<file path="config.mk">
export PLATFORM = sky130hd
export DESIGN_NAME = psram_wbuf_bridge
export DESIGN_NICKNAME = d
export VERILOG_FILES = /design/src/rtl/psram_wbuf_bridge.sv
export SDC_FILE = /design/constraint.sdc
export NUM_CORES = 1
export LEC_CHECK = 0
export ABC_CLOCK_PERIOD_IN_PS = 14400
export CAP_MARGIN = 40
export CORE_UTILIZATION = 30
export CTS_BUF_LIST = sky130_fd_sc_hd__clkbuf_2 sky130_fd_sc_hd__clkbuf_4 sky130_fd_sc_hd__clkbuf_8
export DETAILED_ROUTE_END_ITERATION = 8
export DONT_BUFFER_PORTS = 1
export PLACE_DENSITY_LB_ADDON = 0.05
export SETUP_SLACK_MARGIN = 0.15
export SLEW_MARGIN = 5
export SYNTH_ARGS = -nofsm -noshare
export SYNTH_HDL_FRONTEND = slang
export SYNTH_SLANG_ARGS = --single-unit
export TNS_END_PERCENT = 50
</file>
<file path="constraint.sdc">
create_clock -name HCLK -period 14.4 [get_ports HCLK]
set_clock_uncertainty 0.1 [all_clocks]
set_input_delay 0 -clock HCLK [delete_from_list [all_inputs] [get_ports HCLK]]
set_output_delay 0 -clock HCLK [all_outputs]
set_load 0.02 [all_outputs]
</file>
<file path="src/rtl/psram_wbuf_bridge.sv">
// Posted-write buffer in front of the PSRAM AHB controller. Writes are absorbed
// into a small FIFO and drained one at a time; reads wait for an empty FIFO.
module psram_wbuf_bridge #(
    parameter int DEPTH = 4,
    parameter int AW    = 36,
    parameter int DW    = 64
) (
    input  logic                   HCLK,
    input  logic                   HRESET,
    input  logic                   S_HSEL,
    input  logic [AW-1:0]          S_HADDR,
    input  logic                   S_HWRITE,
    input  logic [1:0]             S_HTRANS,
    input  logic [2:0]             S_HSIZE,
    input  logic [DW-1:0]          S_HWDATA,
    input  logic                   S_HREADY,
    output logic                   S_HREADYOUT,
    output logic                   S_HRESP,
    output logic [DW-1:0]          S_HRDATA,
    output logic                   M_HSEL,
    output logic [AW-1:0]          M_HADDR,
    output logic                   M_HWRITE,
    output logic [1:0]             M_HTRANS,
    output logic [2:0]             M_HSIZE,
    output logic [2:0]             M_HBURST,
    output logic [DW-1:0]          M_HWDATA,
    input  logic                   M_HREADY,
    input  logic [DW-1:0]          M_HRDATA,
    output logic [$clog2(DEPTH):0] wbuf_level,
    output logic                   wbuf_empty
);

    localparam int PW = $clog2(DEPTH);
    localparam logic [PW:0] FULL_LVL = (PW+1)'(DEPTH);

    typedef enum logic [1:0] {D_IDLE, D_REQ, D_BUSY} dstate_t;

    logic [AW-1:0] r_mem_addr [DEPTH];
    logic [2:0]    r_mem_size [DEPTH];
    logic [DW-1:0] r_mem_data [DEPTH];
    logic [PW-1:0] r_wptr, r_rptr;
    logic [PW:0]   r_level;

    logic          r_dp_valid, r_dp_write, r_rd_done;
    logic [AW-1:0] r_dp_addr;
    logic [2:0]    r_dp_size;
    logic [DW-1:0] r_rdata;

    dstate_t       r_dstate, w_dstate_nx;
    logic          r_m_hsel, r_m_hwrite;
    logic [AW-1:0] r_m_haddr;
    logic [2:0]    r_m_hsize;
    logic [DW-1:0] r_m_hwdata;

    logic          w_full, w_empty, w_accept, w_push, w_pop, w_rd_pend;
    logic          w_load_rd, w_load_wr, w_done, w_hreadyout;
    logic [AW-1:0] w_head_addr;
    logic [2:0]    w_head_size;
    logic [DW-1:0] w_head_data;

    assign w_full    = (r_level == FULL_LVL);
    assign w_empty   = (r_level == '0);
    assign w_accept  = S_HSEL & S_HREADY & (S_HTRANS inside {2'b10, 2'b11});
    assign w_push    = r_dp_valid & r_dp_write & ~w_full;
    assign w_pop     = w_done & r_m_hwrite;
    assign w_rd_pend = r_dp_valid & ~r_dp_write & ~r_rd_done;

    // An empty FIFO being pushed this cycle hands its entry straight to the engine.
    assign w_head_addr = w_empty ? r_dp_addr : r_mem_addr[r_rptr];
    assign w_head_size = w_empty ? r_dp_size : r_mem_size[r_rptr];
    assign w_head_data = w_empty ? S_HWDATA  : r_mem_data[r_rptr];

    always_comb begin
        w_hreadyout = 1'b1;
        if (r_dp_valid) begin
            w_hreadyout = r_dp_write ? ~w_full : r_rd_done;
        end
    end

    always_comb begin
        w_dstate_nx = r_dstate;
        w_load_rd   = 1'b0;
        w_load_wr   = 1'b0;
        w_done      = 1'b0;
        case (r_dstate)
            D_IDLE: begin
                if (w_rd_pend && w_empty) begin
                    w_load_rd   = 1'b1;
                    w_dstate_nx = D_REQ;
                end else if (!w_empty || w_push) begin
                    w_load_wr   = 1'b1;
                    w_dstate_nx = D_REQ;
                end
            end
            D_REQ: begin
                if (!M_HREADY) w_dstate_nx = D_BUSY;
            end
            D_BUSY: begin
                if (M_HREADY) begin
                    w_done      = 1'b1;
                    w_dstate_nx = D_IDLE;
                end
            end
            default: w_dstate_nx = D_IDLE;
        endcase
    end

    always_ff @(posedge HCLK) begin
        if (w_push) begin
            r_mem_addr[r_wptr] <= r_dp_addr;
            r_mem_size[r_wptr] <= r_dp_size;
            r_mem_data[r_wptr] <= S_HWDATA;
        end
    end

    always_ff @(posedge HCLK or posedge HRESET) begin
        if (HRESET) begin
            r_wptr     <= '0;
            r_rptr     <= '0;
            r_level    <= '0;
            r_dp_valid <= 1'b0;
            r_dp_write <= 1'b0;
            r_dp_addr  <= '0;
            r_dp_size  <= '0;
            r_rd_done  <= 1'b0;
            r_rdata    <= '0;
            r_dstate   <= D_IDLE;
            r_m_hsel   <= 1'b0;
            r_m_hwrite <= 1'b0;
            r_m_haddr  <= '0;
            r_m_hsize  <= '0;
            r_m_hwdata <= '0;
        end else begin
            r_dstate <= w_dstate_nx;
            if (S_HREADY) begin
                r_dp_valid <= w_accept;
                r_dp_write <= S_HWRITE;
                r_dp_addr  <= S_HADDR;
                r_dp_size  <= S_HSIZE;
                r_rd_done  <= 1'b0;
            end
            if (w_done && !r_m_hwrite) begin
                r_rdata   <= M_HRDATA;
                r_rd_done <= 1'b1;
            end
            if (w_push) r_wptr <= r_wptr + 1'b1;
            if (w_pop)  r_rptr <= r_rptr + 1'b1;
            case ({w_push, w_pop})
                2'b10:   r_level <= r_level + 1'b1;
                2'b01:   r_level <= r_level - 1'b1;
                default: r_level <= r_level;
            endcase
            if (w_load_rd) begin
                r_m_hsel   <= 1'b1;
                r_m_hwrite <= 1'b0;
                r_m_haddr  <= r_dp_addr;
                r_m_hsize  <= r_dp_size;
            end else if (w_load_wr) begin
                r_m_hsel   <= 1'b1;
                r_m_hwrite <= 1'b1;
                r_m_haddr  <= w_head_addr;
                r_m_hsize  <= w_head_size;
                r_m_hwdata <= w_head_data;
            end else if (w_done) begin
                r_m_hsel   <= 1'b0;
            end
        end
    end

    assign S_HREADYOUT = w_hreadyout;
    assign S_HRESP     = 1'b0;
    assign S_HRDATA    = r_rdata;
    assign M_HSEL      = r_m_hsel;
    assign M_HADDR     = r_m_haddr;
    assign M_HWRITE    = r_m_hwrite;
    assign M_HTRANS    = r_m_hsel ? 2'b10 : 2'b00;
    assign M_HSIZE     = r_m_hsize;
    assign M_HBURST    = 3'b000;
    assign M_HWDATA    = r_m_hwdata;
    assign wbuf_level  = r_level;
    assign wbuf_empty  = w_empty;

endmodule

</file>
==> results.cfg <==
[cts]
cts.sinks = 632
clkLatencyLatePin_ns = 0.71
cts_tree = done
cts.clk_slew.worst_paths_ns = 0.06
clockBufferDepth = 3
numCtsBuffers = 113
hold_buffers = 347
cts_resized = 0
h-tree-depth = 3
cts_setup_buffers = 0
cts_root_buf = clkbuf_8

[routing]
antenna_left = 0
drc = 0
avgRoutedWirePerCell_microns = 23.3
wirelength_mm = 67.8
num_vias = 13689
vias_per_cell = 4.71
drt_iter0_markers = 515
drtPass1Iterations = 4

[layout]
area_growth_pct = 30.1
layout_commonest_cell = edfxtp_1
layout_common_cells = edfxtp_1 (412), dlygate4sd3_1 (345), dfrtp_1 (218), nor2_1 (145), clkbuf_8 (138)
multi_input_area_sq_um = 5720
fillers = 7361
post-route-util_pct = 39.5
post-route-cell-area_sq_um = 31300
regArea_sq_um = 17900
fin_cells = 2904
finish.net_count = 1932
layout-drive-gt1-share_pct = 25.5

[worst_setup_path]
crit_type = flop to flop
worst_ep_required_time_ns = 14.62
critical_path.endpoint_type = flop
cp-start-kind = flop
cp_data_arrival_time_ns = 4.04
worstPathMaxFanout = 44

[global_route]
grt_usage_pct = 16.7
grt_pass1_wl_mm = 101
first_global_vias = 15267
antenna_found_initial = 6
overflow = 0
grt_max_degree = 96

[synthesis]
synthFlopType = edfxtp_1
async_flop_share_pct = 34.8
ys_types = 35
yosysWarnings = 0
ys_ff_latch = 632
seq_area_frac_synth_pct = 74.2
syn-cell-area_sq_um = 24100
synth-edff-count = 412
syn_inst = 1341
postSynthAreaPerCell_sq_um = 18.0

[placement]
gp_congestion = 0.667
dp_hpwl_mm = 36.5
port-buffer-count = 0
dpl_cell_area_sq_um = 25400
dp_cells = 2339

[die]
rows = 103
initial_core_util_pct = 30.4
ios = 355
die_h_microns = 285
die_area_sq_um = 81400
coreArea_sq_um = 79300
die_w_microns = 285

[power_and_ir_drop]
power_mw = 6.12
peakVddDrop_mv = 0.0901
p_per_area_nw_per_um2 = 195
leakage_nw = 11.3

[timing]
rsz0062_at_grt = no
worst_pin_slew_ns = 0.892
fmax_mhz = 261
setup_violations = 0
slew_headroom_pct = 40.5
fin_crit_sh_pct = 26.6
tns_ns = 0
hold_viol = 0
min_period_ns = 3.83
slew_violations = 0

[outcome]
status = complete, no violations

[hold_path]
hold_path.class = primary input to flop

[flow_run]
maxCapViolCount = 0
[critical path: stages (launching register included)]
cell	delay, ns
dfrtp_1	0.67
nor2_1	0.14
a21oi_1	0.55
and2_4	0.56
buf_4	0.64
buf_4	0.67
[logic make-up after synthesis]
kind of cell	Yosys count	share of synthesized area, %
AO/OA/AOI/OAI	218	5.51
adder cells (fa/ha/maj)	6	0.343
flip-flops	632	74.2
AND/OR/NAND/NOR	169	2.86
XOR/XNOR	7	0.255
buffers and inverters	100	2.27
other	1	0.0156
multiplexers	208	14.5
[final cells by class]
cell class	instances	area share, %
flip-flops and latches	632	57.1
multi-input cells	613	18.3
repair buffers	380	12.5
clock buffers	190	7.31
well taps	1050	4.19
clock inverters	25	0.491
inverters	11	0.160
diodes	3	0.0240
[metal layers]
layer	global-route usage, %	up-vias	wire length (microns)
li1	-	6050	-
met4	5.53	6	1850
met2	28.3	308	34100
met1	20.4	7206	28200
met5	0	-	34
met3	4.90	119	3620
[Yosys cell counts (5+ instances only)]
cell,instances,share of area (%)
edfxtp_1,412,51
dfrtp_1,220,23
nor2_1,147,2.3
a21oi_1,108,2.2
mux4_2,103,9.6
mux2_2,100,4.7
o22ai_1,65,1.7
buf_2,35,0.73
clkbuf_1,30,0.47
a211oi_1,29,0.90
buf_4,14,0.44
a211oi_2,10,0.52
buf_6,10,0.47
inv_1,10,0.16
nand2_1,8,0.12
ha_1,5,0.26
[registers in the layout (all words and copies together) (netlist names)]
| register | flops |
|---|---|
| M_HWDATA | 64 |
| r_mem_data | 256 |
| M_HSIZE | 3 |
| r_mem_addr | 144 |
| S_HRDATA | 64 |
| r_rd_done | 1 |
| r_dp_size | 3 |
| r_rptr | 2 |
| r_dp_addr | 36 |
| M_HSEL | 1 |
| r_dstate | 2 |
| r_dp_write | 1 |
| M_HWRITE | 1 |
| M_HADDR | 36 |
| r_dp_valid | 1 |
| r_wptr | 2 |
| r_mem_size | 12 |
| wbuf_level | 3 |
[final timing paths]
| check | from | slack [ns] | end | cells past startpoint |
|---|---|---|---|---|
| max | wbuf_level[0] | 10.57 | r_mem_data[3][31] | 5 |
| min | S_HREADY | 0.19 | r_dp_valid | 3 |
| max reg2reg | wbuf_level[0] | 10.57 | r_mem_data[3][31] | 5 |
| min reg2reg | r_dp_addr[16] | 0.44 | r_mem_addr[1][16] | 0 |
| max in group asynchronous | HRESET | 13.11 | M_HWDATA[37] | 5 |
| min in group asynchronous | HRESET | 0.48 | M_HSIZE[1] | 4 |
[through the flow]
stage          hold WS, ns  setup WS (ns)
2_1_floorplan      -0.0336           8.28
3_3_place_gp       -0.0516          10.38
3_5_place_dp       -0.0479          10.36
4_1_cts             0.0711          10.37
5_1_grt              0.124          10.24
6_report             0.190          10.57
[where the power goes]
group | leakage (nW) | switching, mW | total [mW] | internal (mW)
combinational | 3.69 | 0.826 | 1.56 | 0.739
sequential | 6.31 | 0.541 | 2.80 | 2.26
clock | 1.32 | 0.754 | 1.76 | 1.00
Note: power is estimated with default switching activity, not from simulation.
